### config.mk
export PLATFORM = sky130hd
export DESIGN_NAME = crc_engine_param
export DESIGN_NICKNAME = d
export VERILOG_FILES = /design/src/rtl/crc_engine_param.sv
export SDC_FILE = /design/constraint.sdc
export NUM_CORES = 1
export LEC_CHECK = 0
export BUFFER_PORTS_ARGS = -buffer_cell sky130_fd_sc_hd__clkbuf_2
export CORE_MARGIN = 10
export CORE_UTILIZATION = 58
export DETAILED_ROUTE_END_ITERATION = 8
export GPL_TIMING_DRIVEN = 0
export PLACE_DENSITY = 0.81
export SLEW_MARGIN = 20
export SYNTH_ARGS = -nofsm -noshare
export SYNTH_HDL_FRONTEND = slang
export SYNTH_SLANG_ARGS = --single-unit
export TNS_END_PERCENT = 5
### constraint.sdc
create_clock -name clk -period 4.2 [get_ports clk]
set_input_delay 0.21 -clock clk [delete_from_list [all_inputs] [get_ports clk]]
set_output_delay 0.21 -clock clk [all_outputs]
set_load 0.03 [all_outputs]
### src/rtl/crc_engine_param.sv
// Parametrised CRC generate/check engine: STEP dividend bits per cycle, two compile-time polynomials.
// Define CRC_ERR_CNT_EN to add the saturating 16-bit failed-check counter and its err_cnt port.
module crc_engine_param #(
    parameter int                 MSG_W      = 60,
    parameter int                 STEP       = 4,
    parameter int                 CRC_A_W    = 5,
    parameter logic [CRC_A_W-1:0] CRC_A_POLY = 5'h15,
    parameter int                 CRC_B_W    = 8,
    parameter logic [CRC_B_W-1:0] CRC_B_POLY = 8'hD5
) (
    input  logic             clk,
    input  logic             rst,
    input  logic             in_valid,
    input  logic             mode,
    input  logic             crc_sel,
    input  logic [MSG_W-1:0] message,
    output logic             in_ready,
    output logic             out_valid,
    output logic [MSG_W-1:0] out
`ifdef CRC_ERR_CNT_EN
    ,
    output logic [15:0]      err_cnt
`endif
);

    localparam int N     = MSG_W / STEP;
    localparam int CNT_W = (N > 1) ? $clog2(N) : 1;
    localparam logic [MSG_W-1:0] KEEP_A = {{(MSG_W-CRC_A_W){1'b1}}, {CRC_A_W{1'b0}}};
    localparam logic [MSG_W-1:0] KEEP_B = {{(MSG_W-CRC_B_W){1'b1}}, {CRC_B_W{1'b0}}};

    typedef enum logic [1:0] {IDLE, CALC, DONE} state_t;

    state_t             state;
    logic [CNT_W-1:0]   cnt;
    logic               mode_q;
    logic               sel_q;
    logic [MSG_W-1:0]   msg_q;
    logic [MSG_W-1:0]   dvd;
    logic [CRC_A_W-1:0] rem_a;
    logic [CRC_B_W-1:0] rem_b;
    logic               rem_fail;
    logic [MSG_W-1:0]   result;

    // Long division of the dividend: a generated codeword divides to zero on check.
    function automatic logic [CRC_A_W-1:0] div_a(input logic [CRC_A_W-1:0] rem,
                                                 input logic [STEP-1:0] bits);
        logic [CRC_A_W-1:0] r;
        logic               fb;
        r = rem;
        for (int i = STEP - 1; i >= 0; i--) begin
            fb = r[CRC_A_W-1];
            r  = {r[CRC_A_W-2:0], bits[i]} ^ (fb ? CRC_A_POLY : '0);
        end
        return r;
    endfunction

    function automatic logic [CRC_B_W-1:0] div_b(input logic [CRC_B_W-1:0] rem,
                                                 input logic [STEP-1:0] bits);
        logic [CRC_B_W-1:0] r;
        logic               fb;
        r = rem;
        for (int i = STEP - 1; i >= 0; i--) begin
            fb = r[CRC_B_W-1];
            r  = {r[CRC_B_W-2:0], bits[i]} ^ (fb ? CRC_B_POLY : '0);
        end
        return r;
    endfunction

    // Datapath registers carry no reset; state decides when their contents matter.
    always_ff @(posedge clk) begin
        if (state == IDLE && in_valid) begin
            mode_q <= mode;
            sel_q  <= crc_sel;
            msg_q  <= message;
            dvd    <= mode ? message : (message & (crc_sel ? KEEP_B : KEEP_A));
            rem_a  <= '0;
            rem_b  <= '0;
        end else if (state == CALC) begin
            rem_a <= div_a(rem_a, dvd[MSG_W-1 -: STEP]);
            rem_b <= div_b(rem_b, dvd[MSG_W-1 -: STEP]);
            dvd   <= dvd << STEP;
        end
    end

    always_comb begin
        rem_fail = sel_q ? (|rem_b) : (|rem_a);
        result   = '0;
        if (!mode_q) begin
            result = sel_q ? ((msg_q & KEEP_B) | MSG_W'(rem_b))
                           : ((msg_q & KEEP_A) | MSG_W'(rem_a));
        end else if (rem_fail) begin
            result = '1;
        end
    end

    always_ff @(posedge clk or posedge rst) begin
        if (rst) begin
            state     <= IDLE;
            cnt       <= '0;
            in_ready  <= 1'b1;
            out_valid <= 1'b0;
            out       <= '0;
`ifdef CRC_ERR_CNT_EN
            err_cnt   <= '0;
`endif
        end else begin
            out_valid <= 1'b0;
            case (state)
                IDLE: begin
                    if (in_valid) begin
                        state    <= CALC;
                        cnt      <= '0;
                        in_ready <= 1'b0;
                    end
                end
                CALC: begin
                    cnt <= cnt + 1'b1;
                    if (cnt == CNT_W'(N - 1)) begin
                        state <= DONE;
                    end
                end
                DONE: begin
                    out       <= result;
                    out_valid <= 1'b1;
                    in_ready  <= 1'b1;
                    state     <= IDLE;
`ifdef CRC_ERR_CNT_EN
                    if (mode_q && rem_fail && err_cnt != 16'hFFFF) begin
                        err_cnt <= err_cnt + 16'd1;
                    end
`endif
                end
                default: begin
                    state    <= IDLE;
                    in_ready <= 1'b1;
                end
            endcase
        end
    end

endmodule

# Word-level counts from Yosys, hierarchy flattened

Cells that the tools add are included.

Input bits: 65
Register bits: 203
Output and inout port bits: 62

Bitwise gates (word level): 12
Equality and inequality tests: 5
Muxes and demuxes: 24
Add/subtract/negate cells: 1
Reductions and logical operators: 9

Operators by type and width:

| operator              | number |
|---|---|
| $mux W60              | 6 |
| $and A60 B60 Y60      | 1 |
| $or A60 B5 Y60        | 1 |
| $or A60 B8 Y60        | 1 |
| $mux W8               | 5 |
| $xor A8 B8 Y8         | 4 |
| $mux W5               | 4 |
| $xor A5 B5 Y5         | 4 |
| $pmux W4 S2           | 1 |
| $reduce_or A8 Y1      | 1 |
| $reduce_and A2 Y1     | 3 |
| $reduce_or A5 Y1      | 1 |
| $add A4 B1 Y4 const B | 1 |
| $eq A4 B4 Y1 const B  | 1 |
| $mux W2               | 2 |
| $mux W4               | 1 |
| $pmux W2 S2           | 1 |
| $reduce_bool A2 Y1    | 2 |
| $mux W1               | 3 |
| $eq A2 B1 Y1 const B  | 1 |
| $eq A2 B2 Y1 const B  | 1 |
| $logic_not A2 Y1      | 1 |
| $ne A2 B1 Y1 const B  | 1 |
| $ne A2 B2 Y1 const B  | 1 |
| other kinds (3)       | 3 |

# Longest topological paths before layout

Gate-level depths: netlist of the first run.

Word-level depth: 8
Gate-level depth with buffers: 8
Gate-level depth less buffers: 6

# Worst setup path before layout of the first run

OpenSTA, ideal clock, no wires.

Path kind: register to register
From: register state[1]
To: register cnt[3]
Cell stages (with the launch flop): 6
Path slack: 1.431 ns
Arrival time: 2.650 ns
Buffers on the path: 1
Library setup time: 0.118 ns
Cells stage by stage: dfrtp_1 -> or3b_2 -> clkbuf_1 -> nand2_1 -> nand2_1 -> a21o_1

Cells in the longest elaborated chain, start to end: 3

RTL lines:

| element                                                             | line | source |
|---|---|---|
| start: declaration                                                  | 33   | `state_t state;` |
| start signal: assignment                                            | 98   | `state <= IDLE;` |
| start signal: assignment                                            | 111  | `state <= CALC;` |
| start signal: assignment                                            | 119  | `state <= DONE;` |
| $eq A2 B1 Y1 / $logic_not A2 Y1 (equally long branches)             | 108  | `case (state)` |
| $reduce_bool A2 Y1 (no line) / $ne A2 B2 Y1 (equally long branches) | --   |  |
| $reduce_and A2 Y1 (no line)                                         | --   |  |
| end signal: assignment                                              | 117  | `cnt <= cnt + 1'b1;` |
| end: declaration                                                    | 34   | `logic [CNT_W-1:0] cnt;` |

Parallel ways exist; a longest one is shown, timed or not.
A chain may end at the register's enable or synchronous reset.

# Worst setup path in the final report of the first run

From: register state[1]
To: register msg_q[52], enable pin

Cells in the longest elaborated chain, start to end: 2

RTL lines:

| element                | line | source |
|---|---|---|
| $logic_not A2 Y1       | 71   | `if (state == IDLE && in_valid) begin` |
| $logic_and A1 B1 Y1    | 71   |  |
| end signal: assignment | 74   | `msg_q <= message;` |
| end: declaration       | 37   | `logic [MSG_W-1:0] msg_q;` |

Every way passes these cells.

==> results of run 1 <==
==> layout make-up <==
cell class,instances,share of cell area [%]
buffer,44,1.970
clock buffer,21,4.830
clock inverter,11,0.6900
inverter,5,0.2133
multi-input combinational,453,22.83
sequential,198,54.91
tap,176,2.208
timing repair buffer,184,12.34
==> cell families after synthesis <==
logic type | after synthesis | synth area share, %
fa+ha+maj | 3 | 0.4717
xor+xnor | 23 | 2.814
mux | 8 | 1.006
buf+inv | 49 | 2.672
compound gates | 82 | 5.502
simple gates | 337 | 18.72
flops | 198 | 68.81
==> power breakdown <==
group / internal [uW] / total (uW) / leakage (uW) / switching, uW
combinational: 996 / 2730 / 0.00208 / 1730
clock: 822 / 1510 / 0.000276 / 684
sequential: 2980 / 3360 / 0.00217 / 387
==> critical path: stages, from the launching register on <==
cell	delay, ns
sky130_fd_sc_hd__dfrtp_1	0.41
sky130_fd_sc_hd__or3b_2	0.47
sky130_fd_sc_hd__clkbuf_1	0.28
sky130_fd_sc_hd__inv_1	0.14
sky130_fd_sc_hd__buf_2	0.30
sky130_fd_sc_hd__buf_4	0.69
==> registers in the layout (all words and copies together) (netlist names), 2 cells and up <==
signal  flops
state       2
out        60
rem_a       5
rem_b       8
cnt         4
msg_q      55
dvd        60
==> stage by stage <==
stage | setup WS, ns | hold slack, ns | util, % | cell area, um^2 | cells
6_report | 1.462 | 0.01122 | 74.72 | 9973 | 1092
4_1_cts | 1.455 | 0.002302 | 74.72 | 9973 | 1092
3_5_place_dp | 1.469 | 0.1758 | 66.39 | 8862 | 1004
2_1_floorplan | 1.431 | 0.3089 | - | 7959 | 700
3_3_place_gp | 0.7417 | 0.4080 | 66.00 | 8810 | 1002
5_1_grt | 1.357 | 0.009995 | 74.72 | 9973 | 1092
==> layout by cell type, fill, tap and decap left out, types with 4 or more instances in the layout <==
cell	instances
sky130_fd_sc_hd__buf_2	16
sky130_fd_sc_hd__nor2_1	69
sky130_fd_sc_hd__xor2_1	5
sky130_fd_sc_hd__o21ai_0	8
sky130_fd_sc_hd__nand2b_1	54
sky130_fd_sc_hd__dlygate4sd3_1	56
sky130_fd_sc_hd__xnor2_1	16
sky130_fd_sc_hd__a211oi_1	4
sky130_fd_sc_hd__a21oi_1	66
sky130_fd_sc_hd__dfrtp_1	67
sky130_fd_sc_hd__or2_2	8
sky130_fd_sc_hd__nand3_1	7
sky130_fd_sc_hd__clkbuf_1	27
sky130_fd_sc_hd__and3_1	5
sky130_fd_sc_hd__nor3_1	6
sky130_fd_sc_hd__inv_1	4
sky130_fd_sc_hd__mux2i_1	8
sky130_fd_sc_hd__nand2_1	175
sky130_fd_sc_hd__dfxtp_1	13
sky130_fd_sc_hd__edfxtp_1	117
sky130_fd_sc_hd__clkbuf_16	18
sky130_fd_sc_hd__clkbuf_2	126
==> metal layers <==
layer | global-route usage (%) | routed length [um] | vias to the layer above
met5 | 0 | 0 | -
met4 | 8.080 | 300 | 0
met3 | 4.472 | 1204 | 23
met2 | 33.56 | 9359 | 204
met1 | 24.77 | 7439 | 2784
li1 | - | - | 2742
==> worst paths after layout <==
path	end	startpoint	slack [ns]	cells past startpoint
min	msg_q[57]	message[57]	0.01	1
min reg2reg	in_ready	in_ready	0.50	2
max in group asynchronous	in_ready	rst	3.32	4
max	msg_q[52]	state[1]	1.46	5
max reg2reg	msg_q[52]	state[1]	1.46	5
min in group asynchronous	out[41]	rst	0.28	3
==> impl_metrics.tcl, run 1 <==
set metrics [dict create \
    synth.ff_latch_count 198 \
    area_delta_synth_final_pct 25.31 \
    numClockSinks 198 \
    ant_nets 0 \
    first_pass_grt_wire_length_um 29210 \
    via_count 5753 \
    antenna_found_initial 0 \
    cts_hold_repair.buffers 56 \
    max_freq_mhz 365.2 \
    setup-violations-final 0 \
    hpwlAfterDp_um 12690 \
    critical_path_required_ns 4.26 \
    synth_ff_type "sky130_fd_sc_hd__edfxtp_1" \
    netlist_top_cells_area "sky130_fd_sc_hd__edfxtp_1 44%, sky130_fd_sc_hd__dfrtp_1 21%, sky130_fd_sc_hd__nand2_1 8.3%, sky130_fd_sc_hd__nand2b_1 4.2%, sky130_fd_sc_hd__a21oi_1 4.2%" \
    crit_path_end_kind "flop" \
    floorplan.initialDensity_pct 59.63 \
    cts_tree "done" \
    cts_root_buf "sky130_fd_sc_hd__clkbuf_16" \
    post_route_cells_drive_above_1_share_pct 20.96 \
    report.final.hold_viol_count 0 \
    ys_seq_area_share_pct 68.81 \
    number_of_violations_of_the_max_capacitance_limit 0 \
    post_drt_wl_per_cell_um 16.76 \
    drt_first_pass_iters 5 \
    worst_slew_margin_rel_pct 45.37 \
    syn_nets 768 \
    clock_latency_ns 0.44 \
    timing.final.crit_period_ns 2.738 \
    yosys.area.top_type "sky130_fd_sc_hd__edfxtp_1" \
    die_h_um 137.1 \
    cts_max_path_bufs 2 \
    synth_enable_flop_cells 117 \
    run_status "finished clean" \
    io_buffers 126 \
    gr-usage-all-layers_pct 20.07 \
    die_width_um 137.1 \
    peakVddDrop_v 0.0004342 \
    worst-slew-pin-transition_ns 0.8195 \
    cts_repair_resize_count 0 \
    io_pins 127 \
    finalWeightedCongestion 0.8590 \
    drt_first_iter_violations 511 \
    crit_path_max_fanout 66 \
    cts_post_setup_buffers_inserted 0 \
    worst_setup_hold_path_clk_slew_ns 0.07 \
    synthesis.area_per_instance_um2 11.37 \
    fin_crit_sh_pct 65.19 \
    finalNetCount 971 \
    syn-instance-count 700 \
    grt_overflow 0 \
    power.density_mw_per_mm2 761.9 \
    critPathLaunchType "flop" \
    filler_cell_count 881 \
    detail_route.wirelength_um 18300 \
    viasPerCell 5.268 \
    num_rows 42 \
    grt_max_degree 67 \
    post_synth_instance_area_mm2 0.007959 \
    timing_worst_setup_path_type "reg -> reg" \
    maxSlewViolCount 0 \
    cts-buffers-inserted 17 \
    seq_area_mm2 0.005477 \
    p_leak_uw 0.004526 \
    grt_setup_unrepaired "false" \
    synth_cell_type_count 35 \
    worst_ep_arrival_time_ns 2.80 \
    floorplan.core_area_mm2 0.01335 \
    worstHoldPathType "in -> reg" \
    ys_warn_count 0 \
    timing.setup.tns_ns 0 \
    antennaDiodeCount 0 \
    fin_skew_ns 0.01152 \
    yosys.cell_count.top_type "sky130_fd_sc_hd__nand2_1" \
    cts_max_level 4 \
    synth_top_cells_by_count "176 x sky130_fd_sc_hd__nand2_1, 117 x sky130_fd_sc_hd__edfxtp_1, 69 x sky130_fd_sc_hd__nor2_1" \
    first_global_vias 5730 \
    drt_drc_violations_left 0 \
    design.die.area_mm2 0.01881 \
    multi_input_area_mm2 0.002277 \
    async_flop_share_pct 34.34 \
    synth.top_cell.area_share_pct 44.14 \
    fin_total_pwr_uw 7599 \
]
Note: power is estimated with default switching activity, not from simulation.
==> run 2: changes to the inputs <==
- CORE_UTILIZATION: 58 -> 56
- PLACE_DENSITY: 0.81 -> 0.79
- clock period: 4.2 -> 2.8 ns (I/O delays scaled with it)
==> impl_metrics.tcl, run 2 (same netlist as run 1, synthesis figures left out) <==
set metrics [dict create \
    critical_path_required_ns 2.87 \
    io_pins 127 \
    worst-slew-pin-transition_ns 0.6966 \
    clock_latency_ns 0.43 \
    power.density_mw_per_mm2 1145 \
    via_count 5747 \
    finish.instance_area_mm2 0.01001 \
    floorplan.initialDensity_pct 57.34 \
    startpoint_of_the_most_critical_hold_path "message[3]" \
    cpPeakStageDelay_ns 0.50 \
    fin_crit_sh_pct 91.72 \
    timing.final.crit_period_ns 2.568 \
    floorplan.core_area_mm2 0.01388 \
    worstHoldPathType "in -> reg" \
    finalWeightedCongestion 0.8706 \
    drt_first_iter_violations 517 \
    cts_max_level 4 \
    filler_cell_count 949 \
    critPathLaunchType "flop" \
    cts-buffers-inserted 17 \
    crit_path_max_fanout 66 \
    grt_setup_unrepaired "false" \
    timing.hold.worst_endpoint "dvd[3]" \
    drt_drc_violations_left 0 \
    p_leak_uw 0.004531 \
    numClockSinks 198 \
    run_status "finished clean" \
    cts_max_path_bufs 2 \
    num_rows 43 \
    biggestRegsByFlops "dvd (60), out (60), msg_q (55)" \
    drt_first_pass_iters 5 \
    peakVddDrop_v 0.0005562 \
    slowest_stage "sky130_fd_sc_hd__buf_6" \
    first_global_vias 5948 \
    worst_slew_margin_rel_pct 53.46 \
    post_route_cells_drive_above_1_share_pct 21.02 \
    design.die.area_mm2 0.01938 \
    hpwlAfterDp_um 12880 \
    worst_hold_stages 2 \
    worst_ep_arrival_time_ns 2.63 \
    layout.cells.most_common "sky130_fd_sc_hd__nand2_1" \
    placement.cell_area_mm2 0.008867 \
    ff2ff_path_depth 5 \
    layout.core_utilization_pct 72.14 \
    maxSlewViolCount 0 \
    grt_overflow 0 \
    timing_worst_setup_path_type "reg -> reg" \
    detail_route.wirelength_um 18880 \
    finalNetCount 973 \
    report.final.hold_viol_count 0 \
    antenna_found_initial 0 \
    viasPerCell 5.234 \
    die_h_um 139.2 \
    cts_root_buf "sky130_fd_sc_hd__clkbuf_16" \
    antennaDiodeCount 0 \
    first_pass_grt_wire_length_um 30950 \
    mostFrequentLayoutCells "175 x sky130_fd_sc_hd__nand2_1, 126 x sky130_fd_sc_hd__clkbuf_2, 117 x sky130_fd_sc_hd__edfxtp_1" \
    die_width_um 139.2 \
    crit_chain "or3b_2 > clkbuf_1 > inv_1 > buf_2 > buf_6" \
    reg2reg_from "state[1]" \
    worst_r2r_endpoint "msg_q[29]" \
    area_delta_synth_final_pct 25.81 \
    gr-usage-all-layers_pct 19.88 \
    setup-violations-final 0 \
    grt_max_degree 67 \
    fin_skew_ns 0.01193 \
    number_of_violations_of_the_max_capacitance_limit 0 \
    crit_path_end_kind "flop" \
    max_freq_mhz 389.4 \
    worst_setup_hold_path_clk_slew_ns 0.07 \
    r2r_slack_ns 0.23 \
    ant_nets 0 \
    io_buffers 126 \
    cts_tree "done" \
    post_drt_wl_per_cell_um 17.19 \
]
[run 2: changes by cell type in the layout (fill, tap and decap cells not counted), moves of 2 or more]
cell / change
sky130_fd_sc_hd__clkinv_1: -3
sky130_fd_sc_hd__clkbuf_1: +2
sky130_fd_sc_hd__clkbuf_8: -2
sky130_fd_sc_hd__clkinv_2: +2
sky130_fd_sc_hd__clkinvlp_4: +2
sky130_fd_sc_hd__dlygate4sd3_1: +2
sky130_fd_sc_hd__inv_4: -2
[run 2: cell type report]
cell class,instances,area [um^2],share of cell area (%)
Clock buffer,21,461.7,4.611
Buffer,44,200.2,1.999
Tap cell,180,225.2,2.249
Timing Repair Buffer,186,1251,12.50
Multi-Input combinational cell,453,2277,22.74
Clock inverter,11,100.1,0.9996
Inverter,5,21.27,0.2124
Sequential cell,198,5477,54.69
[run 2: how the worst max path moves through the flow]
stage | from | slack [ns] | cells after the start | end
4_1_cts | state[1] | 0.06 | 7 | dvd[58]
2_1_floorplan | state[1] | 0.03 | 5 | cnt[3]
3_5_place_dp | state[1] | 0.09 | 5 | msg_q[17]
6_report | state[1] | 0.23 | 5 | msg_q[29]
3_3_place_gp | state[1] | -0.66 | 5 | cnt[3]
5_1_grt | state[1] | 0.12 | 5 | msg_q[16]
[run 2: stage by stage]
step	cells	worst slack, ns	setup TNS [ns]	power [uW]	hold slack [ns]
global placement	1006	-0.6641	-58.74	8869	0.3379
global route	1098	0.1195	0	12120	0.02480
CTS	1098	0.06260	0	11480	0.008344
detailed placement	1008	0.08650	0	9093	0.1113
floorplan	700	0.03124	0	7869	0.2389
finish	1098	0.2320	0	11470	0.01980
[run 2: where the power goes]
| part | switching (uW) | total, uW | leakage (uW) | internal, uW |
|---|---|---|---|---|
| clock | 1040 | 2310 | 0.000272 | 1280 |
| sequential | 576 | 5040 | 0.00217 | 4460 |
| combinational | 2620 | 4110 | 0.00209 | 1500 |
| total | 4230 | 11500 | 0.00453 | 7240 |
[run 2: timing repair]
item	CTS	global route
hold buffers	58	0
buffers inserted	0	0
endpoints found under the setup margin	0	59
resized for setup	0	1
endpoints found under the hold margin	144	0
[run 2: worst max-delay path, delay by kind of cell (launching register included)]
family,cells,cell delay [ns]
AND/OR/NAND/NOR,1,0.47
flip-flops,1,0.42
buffers and inverters,4,1.23
[run 2: routing by layer]
metal	up-vias	share of wire (%)	track usage, %
met1	2739	41	24.07
met5	-	0	0
li1	2745	-	-
met4	0	2.7	8.786
met3	36	6.6	4.934
met2	227	50	33.03
